File: src/rtl/serial_pkg.sv
// Shared types for the serial framing blocks.
// Frame FSM states and line levels.
package serial_pkg;

  typedef enum logic [1:0] {
    IDLE,
    DATA,
    PARITY,
    STOP
  } state_t;

  localparam logic IDLE_LEVEL  = 1'b1;
  localparam logic START_LEVEL = 1'b0;

endpackage

File: src/rtl/word_fifo2.sv
// Two-entry word buffer, head always visible.
// Head holds its last value once drained.
module word_fifo2 #(
  parameter int WIDTH = 4
) (
  input  logic             clk,
  input  logic             reset,
  input  logic             push,
  input  logic [WIDTH-1:0] push_data,
  input  logic             pop,
  output logic             full,
  output logic             empty,
  output logic [WIDTH-1:0] head
);

  logic [WIDTH-1:0] e0_q, e1_q;
  logic [1:0]       n_q;
  logic             do_pop, do_push;

  assign full    = (n_q == 2'd2);
  assign empty   = (n_q == 2'd0);
  assign head    = e0_q;
  assign do_pop  = pop & ~empty;
  assign do_push = push & (~full | do_pop);

  // Entry and occupancy update; a pop frees room for a same-cycle push.
  always_ff @(posedge clk) begin
    if (!reset) begin
      e0_q <= '0;
      e1_q <= '0;
      n_q  <= 2'd0;
    end else begin
      unique case (n_q)
        2'd0: begin
          if (do_push) begin
            e0_q <= push_data;
            n_q  <= 2'd1;
          end
        end
        2'd1: begin
          unique case ({do_push, do_pop})
            2'b11: e0_q <= push_data;
            2'b10: begin
              e1_q <= push_data;
              n_q  <= 2'd2;
            end
            2'b01: n_q <= 2'd0;
            default: ;
          endcase
        end
        2'd2: begin
          if (do_pop) begin
            e0_q <= e1_q;
            if (do_push) e1_q <= push_data;
            else n_q <= 2'd1;
          end
        end
        default: n_q <= 2'd0;
      endcase
    end
  end

endmodule

File: src/rtl/serial_frame_deserializer.sv
// Rebuilds framed parallel words from a strobed serial bit stream.
// Start bit, LSB-first data, optional even parity, stop bit.
module serial_frame_deserializer
  import serial_pkg::*;
#(
  parameter int WIDTH     = 4,
  parameter bit PARITY_EN = 1'b1
) (
  input  logic             clk,
  input  logic             reset,
  input  logic             bit_in,
  input  logic             bit_valid,
  output logic [WIDTH-1:0] data_out,
  output logic             out_valid,
  input  logic             out_ready,
  output logic             frame_err,
  output logic             parity_err,
  output logic             overflow
);

  localparam int CW = $clog2(WIDTH + 1);

  state_t           state_q, state_d;
  logic [CW-1:0]    cnt_q, cnt_d;
  logic [WIDTH-1:0] sh_q, sh_d;
  logic             par_q, par_d;
  logic             pmis_q, pmis_d;
  logic             ferr_q, ferr_d;
  logic             perr_q, perr_d;
  logic             ovf_q, ovf_d;
  logic             push, pop, full, empty;
  logic [WIDTH-1:0] head;

  // Frame state register; only strobed bits move it.
  always_ff @(posedge clk) begin
    if (!reset) begin
      state_q <= IDLE;
      cnt_q   <= '0;
      sh_q    <= '0;
      par_q   <= 1'b0;
      pmis_q  <= 1'b0;
      ferr_q  <= 1'b0;
      perr_q  <= 1'b0;
      ovf_q   <= 1'b0;
    end else begin
      state_q <= state_d;
      cnt_q   <= cnt_d;
      sh_q    <= sh_d;
      par_q   <= par_d;
      pmis_q  <= pmis_d;
      ferr_q  <= ferr_d;
      perr_q  <= perr_d;
      ovf_q   <= ovf_d;
    end
  end

  // Next-state, shift/parity datapath and stop-bit verdict.
  always_comb begin
    state_d = state_q;
    cnt_d   = cnt_q;
    sh_d    = sh_q;
    par_d   = par_q;
    pmis_d  = pmis_q;
    ferr_d  = 1'b0;
    perr_d  = 1'b0;
    push    = 1'b0;
    if (bit_valid) begin
      unique case (state_q)
        IDLE: begin
          if (bit_in == START_LEVEL) begin
            state_d = DATA;
            cnt_d   = '0;
            sh_d    = '0;
            par_d   = 1'b0;
            pmis_d  = 1'b0;
          end
        end
        DATA: begin
          sh_d  = sh_q | (WIDTH'(bit_in) << cnt_q);
          par_d = par_q ^ bit_in;
          cnt_d = cnt_q + 1'b1;
          if (cnt_q == CW'(WIDTH - 1))
            state_d = PARITY_EN ? PARITY : STOP;
        end
        PARITY: begin
          pmis_d  = (bit_in != par_q);
          state_d = STOP;
        end
        STOP: begin
          ferr_d  = (bit_in != IDLE_LEVEL);
          perr_d  = pmis_q;
          push    = (bit_in == IDLE_LEVEL) & ~pmis_q;
          state_d = IDLE;
        end
        default: state_d = IDLE;
      endcase
    end
  end

  assign pop   = ~empty & out_ready;
  assign ovf_d = ovf_q | (push & full & ~pop);

  word_fifo2 #(.WIDTH(WIDTH)) u_fifo (
    .clk      (clk),
    .reset    (reset),
    .push     (push),
    .push_data(sh_q),
    .pop      (pop),
    .full     (full),
    .empty    (empty),
    .head     (head)
  );

  assign data_out   = head;
  assign out_valid  = ~empty;
  assign frame_err  = ferr_q;
  assign parity_err = perr_q;
  assign overflow   = ovf_q;

endmodule

File: config.mk
export PLATFORM = sky130hd
export DESIGN_NAME = serial_frame_deserializer
export DESIGN_NICKNAME = d
export VERILOG_FILES = /design/src/rtl/serial_pkg.sv /design/src/rtl/word_fifo2.sv /design/src/rtl/serial_frame_deserializer.sv
export SDC_FILE = /design/constraint.sdc
export NUM_CORES = 1
export LEC_CHECK = 0
export CORE_ASPECT_RATIO = 1.5
export CORE_MARGIN = 2
export CORE_UTILIZATION = 58
export DETAILED_ROUTE_END_ITERATION = 8
export HOLD_SLACK_MARGIN = 0.12
export PLACE_DENSITY = 0.92
export SLEW_MARGIN = 20
export SYNTH_ARGS = -nofsm -noshare
export SYNTH_HDL_FRONTEND = slang
export SYNTH_SLANG_ARGS = --single-unit
File: constraint.sdc
create_clock -name clk -period 3 [get_ports clk]
set_clock_uncertainty 0.1 [all_clocks]
set_input_delay 0.9 -clock clk [delete_from_list [all_inputs] [get_ports clk]]
set_output_delay 0.9 -clock clk [all_outputs]
set_load 0.02 [all_outputs]
==> results of run 1 <==
## cells by family after synthesis
family	share of synthesized area (%)
buffers and inverters	3.54
multiplexers	9.70
adder cells (fa/ha/maj)	6.26
AND/OR/NAND/NOR	24.1
AO/OA/AOI/OAI	16.4
flip-flops	40.0
## power by group through the flow
stage	logic, mW	clock network, mW	registers (mW)
after floorplan	0.0380	0	0.333
after global placement	0.0508	0	0.333
after detailed placement	0.0538	0	0.333
after CTS	0.0541	0.173	0.326
after global routing	0.0611	0.184	0.327
final	0.0540	0.171	0.326
## worst min-delay path by stage
| stage | start | endpoint | slack [ns] | depth (start not counted) |
|---|---|---|---|---|
| detailed placement | u_fifo.e1_q[2]$_SDFFE_PN0P_ | u_fifo.e1_q[2]$_SDFFE_PN0P_ | 0.35 | 2 |
| floorplan | u_fifo.e1_q[0]$_SDFFE_PN0P_ | u_fifo.e1_q[0]$_SDFFE_PN0P_ | 0.33 | 2 |
| global route | u_fifo.head[1]$_SDFFE_PN0P_ | u_fifo.head[1]$_SDFFE_PN0P_ | 0.39 | 2 |
| CTS | u_fifo.e1_q[2]$_SDFFE_PN0P_ | u_fifo.e1_q[2]$_SDFFE_PN0P_ | 0.37 | 2 |
| finish | u_fifo.e1_q[2]$_SDFFE_PN0P_ | u_fifo.e1_q[2]$_SDFFE_PN0P_ | 0.37 | 2 |
| global placement | u_fifo.e1_q[0]$_SDFFE_PN0P_ | u_fifo.e1_q[0]$_SDFFE_PN0P_ | 0.34 | 2 |
## through the flow
stage | utilization (%) | worst slack (ns) | instances | cell area, µm² | power, mW
2_1_floorplan | - | 1.01 | 130 | 1200 | 0.371
3_3_place_gp | 66.3 | 0.535 | 160 | 1330 | 0.384
3_5_place_dp | 66.3 | 0.475 | 160 | 1330 | 0.387
4_1_cts | 68.1 | 0.420 | 164 | 1360 | 0.554
5_1_grt | 68.1 | 0.352 | 164 | 1360 | 0.572
6_report | 68.1 | 0.421 | 164 | 1360 | 0.552
## flip-flops by register name, indices dropped and copies added (netlist names)
| name | count |
|---|---|
| par_q | 1 |
| u_fifo.head | 4 |
| sh_q | 4 |
| pmis_q | 1 |
| parity_err | 1 |
| u_fifo.e1_q | 4 |
| cnt_q | 3 |
| state_q | 2 |
| u_fifo.n_q | 2 |
| frame_err | 1 |
| overflow | 1 |
## layout by cell type, fill, tap and decap left out, drive strengths merged, types with 3 or more instances in the layout
cell and instances:
a21oi 7, o21ai 10, and2 4, nor2b 3
nand3 4, ha 6, nor3b 3, nand2 17
nor2 4, mux2i 6, mux2 5, dfxtp 24
clkbuf 4, inv 4, a21boi 3, clkdlybuf4s50 12
## worst max-delay path, stage by stage (launching register included)
cell and delay [ns]:
dfxtp_1 0.50, or2_2 0.18, clkdlybuf4s50_1 0.59
## cell type report
| cell class | count | area, µm² | area share (%) |
|---|---|---|---|
| timing repair buffer | 13 | 128 | 9.36 |
| sequential | 24 | 480 | 35.2 |
| inverter | 4 | 15.0 | 1.10 |
| clock buffer | 4 | 36.3 | 2.66 |
| multi-input combinational | 97 | 677 | 49.6 |
| tap | 22 | 27.5 | 2.02 |
## metal layers
metal / GRT usage [%] / vias up / part of all wire (%)
met5: 0 / - / 0
met4: 9.68 / 0 / 1.9
met3: 2.23 / 5 / 2.5
met2: 36.8 / 14 / 52
met1: 24.5 / 438 / 43
li1: - / 482 / -
==> results.py, run 1 <==
metrics = {
    "worst_setup_path": {
        "reg2reg_to": "sh_q[3]$_SDFFE_PN0P_",
        "cp-endpoint": "out_valid",
        "cp_max_fo": 10,
        "worstPathRequired_ns": 2.00,
        "critPathLaunch": "u_fifo.n_q[1]$_SDFFE_PN0P_",
        "worstPathArrival_ns": 1.58,
        "start_kind": "flip-flop",
        "crit_path_end_kind": "output pin",
        "worst-setup-path-type": "flip-flop to output pin",
        "rrSetupSlack_ns": 1.31,
        "reg2reg_depth": 6,
        "r2r_start": "state_q[0]$_SDFFE_PN0P_",
    },
    "clock_tree": {
        "cts_tree": "built",
        "clk_latency_ns": 0.32,
        "post_cts_resized": 0,
        "numCtsBuffers": 3,
        "cts_root_buf": "clkbuf_4",
        "cts.sinks": 24,
        "path_clk_slew_ns": 0.13,
        "post_cts_buffers": 0,
        "clock_path_buffers": 2,
        "cts_hold_buf": 0,
        "htree_num_levels": 1,
    },
    "detailed_routing": {
        "first_pass_iters": 4,
        "viasPerCell": 5.73,
        "drtIter0Drc": 15,
        "route.detailed.drc": 0,
        "drtAntennaViolNets": 0,
        "drt-total-wl_mm": 2.14,
        "wl_per_cell_um": 13.0,
        "via_count": 939,
    },
    "flow_run": {
        "cap_violations": 0,
    },
    "sta": {
        "worst_pin_slew_ns": 0.443,
        "holdWs_ns": 0.367,
        "hold_violations": 0,
        "max-slew-margin-rel_pct": 70.1,
        "min_period_ns": 2.58,
        "rsz0062_at_grt": "no",
        "tns_ns": 0,
        "clock.fmax_mhz": 388,
        "period_share_pct": 86.0,
        "maxSlewViolCount": 0,
        "setup_viol": 0,
    },
    "place": {
        "post-dp-hpwl_mm": 1.63,
        "finalWeightedCongestion": 0.700,
        "portBuffers": 12,
    },
    "yosys": {
        "synth_ff_type": "dfxtp_1",
        "synth-edff-count": 0,
        "synth_nets": 141,
        "synth_most_common_cell": "dfxtp_1",
        "yosys_warnings": 0,
        "ys_seq_area_share_pct": 40.0,
        "avgSynthCellArea_um2": 9.23,
        "synth_seq_cells": 24,
        "syn_inst": 130,
        "synth.top_cells.by_area": "dfxtp_1 40%, ha_1 6.3%, nand2_1 5.3%, mux2i_1 5.0%, mux2_2 3.8%",
        "synth_cell_types": 42,
        "syn_area_mm2": 0.00120,
        "synthArstFlopShare_pct": 0,
        "synth_top_area_share_pct": 40.0,
        "synth_commonest_cells": "24 x dfxtp_1, 17 x nand2_1, 6 x a21oi_1, 6 x ha_1, 6 x mux2i_1",
        "synth_top_cell_by_area": "dfxtp_1",
    },
    "min_path": {
        "worstHoldPathType": "flip-flop to flip-flop",
    },
    "power_and_ir_drop": {
        "p_sw_share_pct": 24.1,
        "p_leak_nw": 0.548,
        "internal_power_uw": 419,
        "power_frac_comb_pct": 9.8,
        "power.net_switching_uw": 133,
        "seq_power_share_pct": 59.2,
        "p_clk_share_pct": 31.1,
        "ir_worst_vdd_v": 0.000297,
        "power.density_mw_per_mm2": 405,
    },
    "cells_and_area": {
        "syn_to_final_growth_pct": 13.7,
        "fillCellCount": 167,
        "final_nets": 154,
        "n_antenna_cell": 0,
        "layout-drive-gt1-share_pct": 9.15,
    },
    "global_route": {
        "grt_pass1_wl_mm": 3.63,
        "overflow": 0,
        "grt_max_degree": 19,
        "gr-usage-all-layers_pct": 21.2,
        "antenna_found_initial": 0,
        "grt_pass1_vias": 892,
    },
    "die": {
        "io_pins": 13,
        "core-area_mm2": 0.00200,
        "die_w_um": 41.1,
        "fp.dieH_um": 59.7,
        "die-area_mm2": 0.00246,
        "core.rowCount": 20,
        "start_util_pct": 59.9,
    },
    "run_status": {
        "outcome": "complete, no violations",
    },
}
Power figures use the tool's default switching activity.
==> inputs of run 2 (changes only) <==
--- a/config.mk
+++ b/config.mk
@@ -7,10 +7,11 @@
 export LEC_CHECK = 0
 export CORE_ASPECT_RATIO = 1.5
 export CORE_MARGIN = 2
-export CORE_UTILIZATION = 58
+export CORE_UTILIZATION = 55
 export DETAILED_ROUTE_END_ITERATION = 8
+export GPL_ROUTABILITY_DRIVEN = 0
 export HOLD_SLACK_MARGIN = 0.12
-export PLACE_DENSITY = 0.92
+export PLACE_DENSITY = 0.88
 export SLEW_MARGIN = 20
 export SYNTH_ARGS = -nofsm -noshare
 export SYNTH_HDL_FRONTEND = slang
==> constraint.sdc (replaced) <==
create_clock -name clk -period 3 [get_ports clk]
set_clock_uncertainty 0.1 [all_clocks]
set_input_delay 0.9 -clock clk [delete_from_list [all_inputs] [get_ports clk]]
set_output_delay 0.9 -clock clk [all_outputs]
set_load 0.01 [all_outputs]
==> run 2 against run 1 <==
Compared with the run above:
- setup slack gained 0.083 ns
- count of clock-buffer cells in the layout shrank 1
- global-route usage shrank 2.8 points
==> results.py, run 2 (same netlist as run 1, synthesis figures left out) <==
metrics = {
    "run_status": {
        "outcome": "complete, no violations",
    },
    "sta": {
        "min_period_ns": 2.50,
        "rsz0062_at_grt": "no",
        "tns_ns": 0,
        "maxSlewViolCount": 0,
        "setup_viol": 0,
        "worst_pin_slew_ns": 0.395,
        "clock.fmax_mhz": 401,
        "hold_violations": 0,
        "max-slew-margin-rel_pct": 73.4,
        "period_share_pct": 83.2,
        "holdWs_ns": 0.367,
        "finalWorstSetupSlack_ns": 0.504,
    },
    "cells_and_area": {
        "n_antenna_cell": 0,
        "post-route-util_pct": 67.3,
        "mostFrequentLayoutCells": "24 x dfxtp_1, 17 x nand2_1, 12 x clkdlybuf4s50_1",
        "layout_commonest_cell": "dfxtp_1",
        "syn_to_final_growth_pct": 15.0,
        "final_nets": 154,
        "final-instance-count-excl-fill": 164,
        "design_area_mm2": 0.00138,
        "layout-drive-gt1-share_pct": 9.15,
    },
    "clock_tree": {
        "cts.sinks": 24,
        "path_clk_slew_ns": 0.13,
        "clock_path_buffers": 2,
        "clk_latency_ns": 0.31,
        "cts_tree": "built",
        "post_cts_resized": 0,
        "numCtsBuffers": 3,
        "cts_root_buf": "clkbuf_4",
        "htree_num_levels": 1,
        "cts_hold_buf": 0,
        "post_cts_buffers": 0,
    },
    "place": {
        "placed_area_mm2": 0.00133,
        "pre_cts_ws_ns": 0.461,
        "post-dp-hpwl_mm": 1.69,
        "portBuffers": 12,
        "dp_cells": 160,
    },
    "die": {
        "io_pins": 13,
        "core.rowCount": 20,
        "fp.dieH_um": 61.2,
        "die-area_mm2": 0.00258,
        "die_w_um": 42.1,
        "start_util_pct": 58.5,
        "core-area_mm2": 0.00205,
    },
    "worst_setup_path": {
        "worstPathArrival_ns": 1.50,
        "slowest_stage": "clkdlybuf4s50_1",
        "cp_max_fo": 10,
        "r2r_start": "state_q[1]$_SDFFE_PN0P_",
        "worst-setup-path-type": "flip-flop to output pin",
        "start_kind": "flip-flop",
        "crit_path_end_kind": "output pin",
        "crit_path_cell_trace": "or2_2 -> clkdlybuf4s50_1",
        "critPathLaunch": "u_fifo.n_q[1]$_SDFFE_PN0P_",
        "crit_path_max_incr_delay_ns": 0.48,
        "worstPathRequired_ns": 2.00,
    },
    "power_and_ir_drop": {
        "power.density_mw_per_mm2": 441,
        "ir_worst_vdd_v": 0.000300,
        "p_leak_nw": 0.554,
        "power_uw": 608,
    },
    "flow_run": {
        "cap_violations": 0,
    },
    "global_route": {
        "grt_max_degree": 20,
        "grt_pass1_vias": 888,
        "grt_pass1_wl_mm": 3.65,
        "gr-usage-all-layers_pct": 18.4,
        "overflow": 0,
        "antenna_found_initial": 0,
    },
    "detailed_routing": {
        "wl_per_cell_um": 13.5,
        "first_pass_iters": 4,
        "viasPerCell": 5.89,
        "drtAntennaViolNets": 0,
        "route.detailed.drc": 0,
        "drt-total-wl_mm": 2.21,
        "drtIter0Drc": 15,
        "via_count": 966,
    },
    "min_path": {
        "hp-start": "u_fifo.e1_q[0]$_SDFFE_PN0P_",
        "worstHoldPathType": "flip-flop to flip-flop",
    },
}
## run 2: cell count changes in the layout (fill, tap and decap cells not counted)
cell | previous run | this run
bufinv_16 | 0 | 1
clkbuf_8 | 1 | 0
## run 2: worst paths after layout
path                            depth (start not counted)  slack [ns]                     endpoint
worst max-delay path                                    2        0.50                    out_valid
worst min-delay path                                    2        0.37  u_fifo.e1_q[0]$_SDFFE_PN0P_
worst max register to register                          6        1.32        cnt_q[2]$_SDFFE_PN0P_
worst min register to register                          2        0.37  u_fifo.e1_q[0]$_SDFFE_PN0P_
## run 2: critical path: cells and delay by family (launching register included)
family / cells / cell delay [ns]
simple gates: 1 / 0.31
buf+inv: 1 / 0.48
flops: 1 / 0.40
## run 2: metal layers
layer	vias to the layer above	GRT usage, %	wire (µm)
met2	13	38.6	1250
met3	5	2.05	46
met4	0	8.04	37
met1	462	18.0	878
li1	486	-	-
met5	-	0	0
## run 2: cell type report
cell class | instances | area, µm²
Clock buffer | 3 | 22.5
Clock inverter | 1 | 30.0
Fill cell | 174 | 672
Inverter | 4 | 15.0
Multi-Input combinational cell | 97 | 677
Sequential cell | 24 | 480
Tap cell | 22 | 27.5
Timing Repair Buffer | 13 | 128
## run 2: where the power goes
| group | internal [mW] | total, mW | switching, mW |
|---|---|---|---|
| Combinational | 0.0219 | 0.0540 | 0.0321 |
| Clock | 0.135 | 0.228 | 0.0929 |
| Sequential | 0.322 | 0.326 | 0.00385 |
==> inputs of run 3 (changes only) <==
--- a/config.mk
+++ b/config.mk
@@ -7,11 +7,11 @@
 export LEC_CHECK = 0
 export CORE_ASPECT_RATIO = 1.5
 export CORE_MARGIN = 2
-export CORE_UTILIZATION = 55
+export CORE_UTILIZATION = 49
 export DETAILED_ROUTE_END_ITERATION = 8
 export GPL_ROUTABILITY_DRIVEN = 0
 export HOLD_SLACK_MARGIN = 0.12
-export PLACE_DENSITY = 0.88
+export PLACE_DENSITY = 0.84
 export SLEW_MARGIN = 20
 export SYNTH_ARGS = -nofsm -noshare
 export SYNTH_HDL_FRONTEND = slang
==> constraint.sdc (replaced) <==
create_clock -name clk -period 2.1 [get_ports clk]
set_clock_uncertainty 0.1 [all_clocks]
set_input_delay 0.63 -clock clk [delete_from_list [all_inputs] [get_ports clk]]
set_output_delay 0.63 -clock clk [all_outputs]
set_load 0.01 [all_outputs]
==> run 3 against run 2 <==
Compared with the run above:
- flip-flop and latch count unchanged
- hold slack improved by 0.0030 ns
- cell count increased by 4.3%
- sequential share of layout area decreased by 0.89 points
- setup slack got worse by 0.42 ns
- clock power increased by 46%
- final area increased by 2.9%
==> results.py, run 3 (same netlist as run 1, synthesis figures left out) <==
metrics = {
    "cells_and_area": {
        "ff_latch_area_um2": 482,
        "fillCellCount": 213,
        "post-route-util_pct": 59.3,
        "multiInputGateArea_um2": 677,
        "layout_commonest_cell": "dfxtp_1",
        "mostFrequentLayoutCells": "23 x dfxtp_1, 17 x nand2_1, 11 x clkdlybuf4s50_1",
        "n_antenna_cell": 0,
        "layout-drive-gt1-share_pct": 12.9,
        "final_nets": 159,
        "final-instance-count-excl-fill": 171,
        "syn_to_final_growth_pct": 18.4,
    },
    "global_route": {
        "gr-usage-all-layers_pct": 19.0,
        "overflow": 0,
        "grt_max_degree": 16,
        "antenna_found_initial": 0,
        "grt_pass1_wl_mm": 4.16,
        "grt_pass1_vias": 1003,
    },
    "sta": {
        "min_period_ns": 2.01,
        "maxSlewViolCount": 0,
        "finalWorstSetupSlack_ns": 0.0870,
        "rsz0062_at_grt": "no",
        "max-slew-margin-rel_pct": 78.0,
        "period_share_pct": 95.9,
        "tns_ns": 0,
        "clock.fmax_mhz": 497,
        "worst_pin_slew_ns": 0.326,
        "hold_violations": 0,
        "setup_viol": 0,
    },
    "clock_tree": {
        "cts_tree": "built",
        "numCtsBuffers": 3,
        "clock_path_buffers": 2,
        "path_clk_slew_ns": 0.13,
        "cts_root_buf": "clkbuf_4",
        "htree_num_levels": 1,
        "post_cts_buffers": 0,
        "cts.sinks": 24,
        "clk_latency_ns": 0.32,
    },
    "worst_setup_path": {
        "crit_path_end_kind": "output pin",
        "worstPathArrival_ns": 1.28,
        "worst-setup-path-type": "flip-flop to output pin",
        "critPathLaunch": "u_fifo.n_q[0]$_SDFFE_PN0P_",
        "r2r_start": "state_q[0]$_SDFFE_PN0P_",
        "cp_max_fo": 7,
        "worstPathRequired_ns": 1.37,
        "start_kind": "flip-flop",
    },
    "place": {
        "dp_cells": 167,
        "portBuffers": 12,
        "pre_cts_ws_ns": -0.0876,
        "post-dp-hpwl_mm": 1.82,
    },
    "detailed_routing": {
        "drtIter0Drc": 12,
        "via_count": 966,
        "route.detailed.drc": 0,
        "first_pass_iters": 4,
        "drtAntennaViolNets": 0,
        "viasPerCell": 5.65,
        "drt-total-wl_mm": 2.36,
        "wl_per_cell_um": 13.8,
    },
    "die": {
        "die_w_um": 44.4,
        "die-area_mm2": 0.00287,
        "core.rowCount": 22,
        "io_pins": 13,
        "core-area_mm2": 0.00239,
        "fp.dieH_um": 64.6,
        "start_util_pct": 50.1,
    },
    "flow_run": {
        "cap_violations": 0,
    },
    "power_and_ir_drop": {
        "p_leak_nw": 0.583,
        "ir_worst_vdd_v": 0.000382,
        "power.density_mw_per_mm2": 623,
        "power_uw": 884,
    },
    "run_status": {
        "outcome": "complete, no violations",
    },
    "min_path": {
        "worstHoldPathType": "flip-flop to flip-flop",
        "hp-start": "u_fifo.e1_q[3]$_SDFFE_PN0P_",
    },
}
## run 3: cell count changes in the layout (fill, tap and decap cells not counted), sizes merged
cell,previous run,this run
buf,1,6
clkdlybuf4s50,12,11
dlygate4sd2,0,1
## run 3: where the power goes
part | total, mW | internal, mW | leakage [nW] | switching (mW)
Combinational | 0.0857 | 0.0370 | 0.361 | 0.0487
Clock | 0.332 | 0.193 | 0.0279 | 0.139
Sequential | 0.466 | 0.461 | 0.194 | 0.00571
## run 3: final cells by class
| type | count | share of cell area (%) |
|---|---|---|
| Multi-Input combinational cell | 97 | 47.7 |
| Sequential cell | 24 | 33.9 |
| Timing Repair Buffer | 18 | 11.5 |
| Clock inverter | 1 | 2.11 |
| Tap cell | 24 | 2.11 |
| Clock buffer | 3 | 1.59 |
| Inverter | 4 | 1.06 |
## run 3: final timing paths
kind | cells past startpoint | slack [ns] | to
worst max-delay path | 2 | 0.09 | out_valid
worst min-delay path | 2 | 0.37 | u_fifo.e1_q[3]$_SDFFE_PN0P_
worst max register to register | 5 | 0.39 | par_q$_SDFFE_PN0P_
worst min register to register | 2 | 0.37 | u_fifo.e1_q[3]$_SDFFE_PN0P_
## run 3: timing repair
action,4_1_cts,5_1_grt
hold buffers,0,0
setup endpoints to repair,1,0
gates resized for setup,2,0
## run 3: metrics by stage
stage / area [µm²] / hold WS [ns]
2_1_floorplan: 1200 / 0.333
3_3_place_gp: 1370 / 0.340
3_5_place_dp: 1370 / 0.354
4_1_cts: 1420 / 0.373
5_1_grt: 1420 / 0.401
6_report: 1420 / 0.370
## run 3: per-layer routing
layer / vias to the layer above / global-route usage (%) / part of all wire, %
met3: 7 / 2.51 / 2.4
met5: - / 0 / 0
met4: 0 / 9.09 / 1.9
li1: 492 / - / -
met1: 448 / 19.7 / 39
met2: 19 / 35.7 / 57
## run 3: worst max-delay path, stage by stage, from the launching register on
cell           delay (ns)
dfxtp_1              0.37
or2_2                0.31
dlygate4sd2_1        0.29
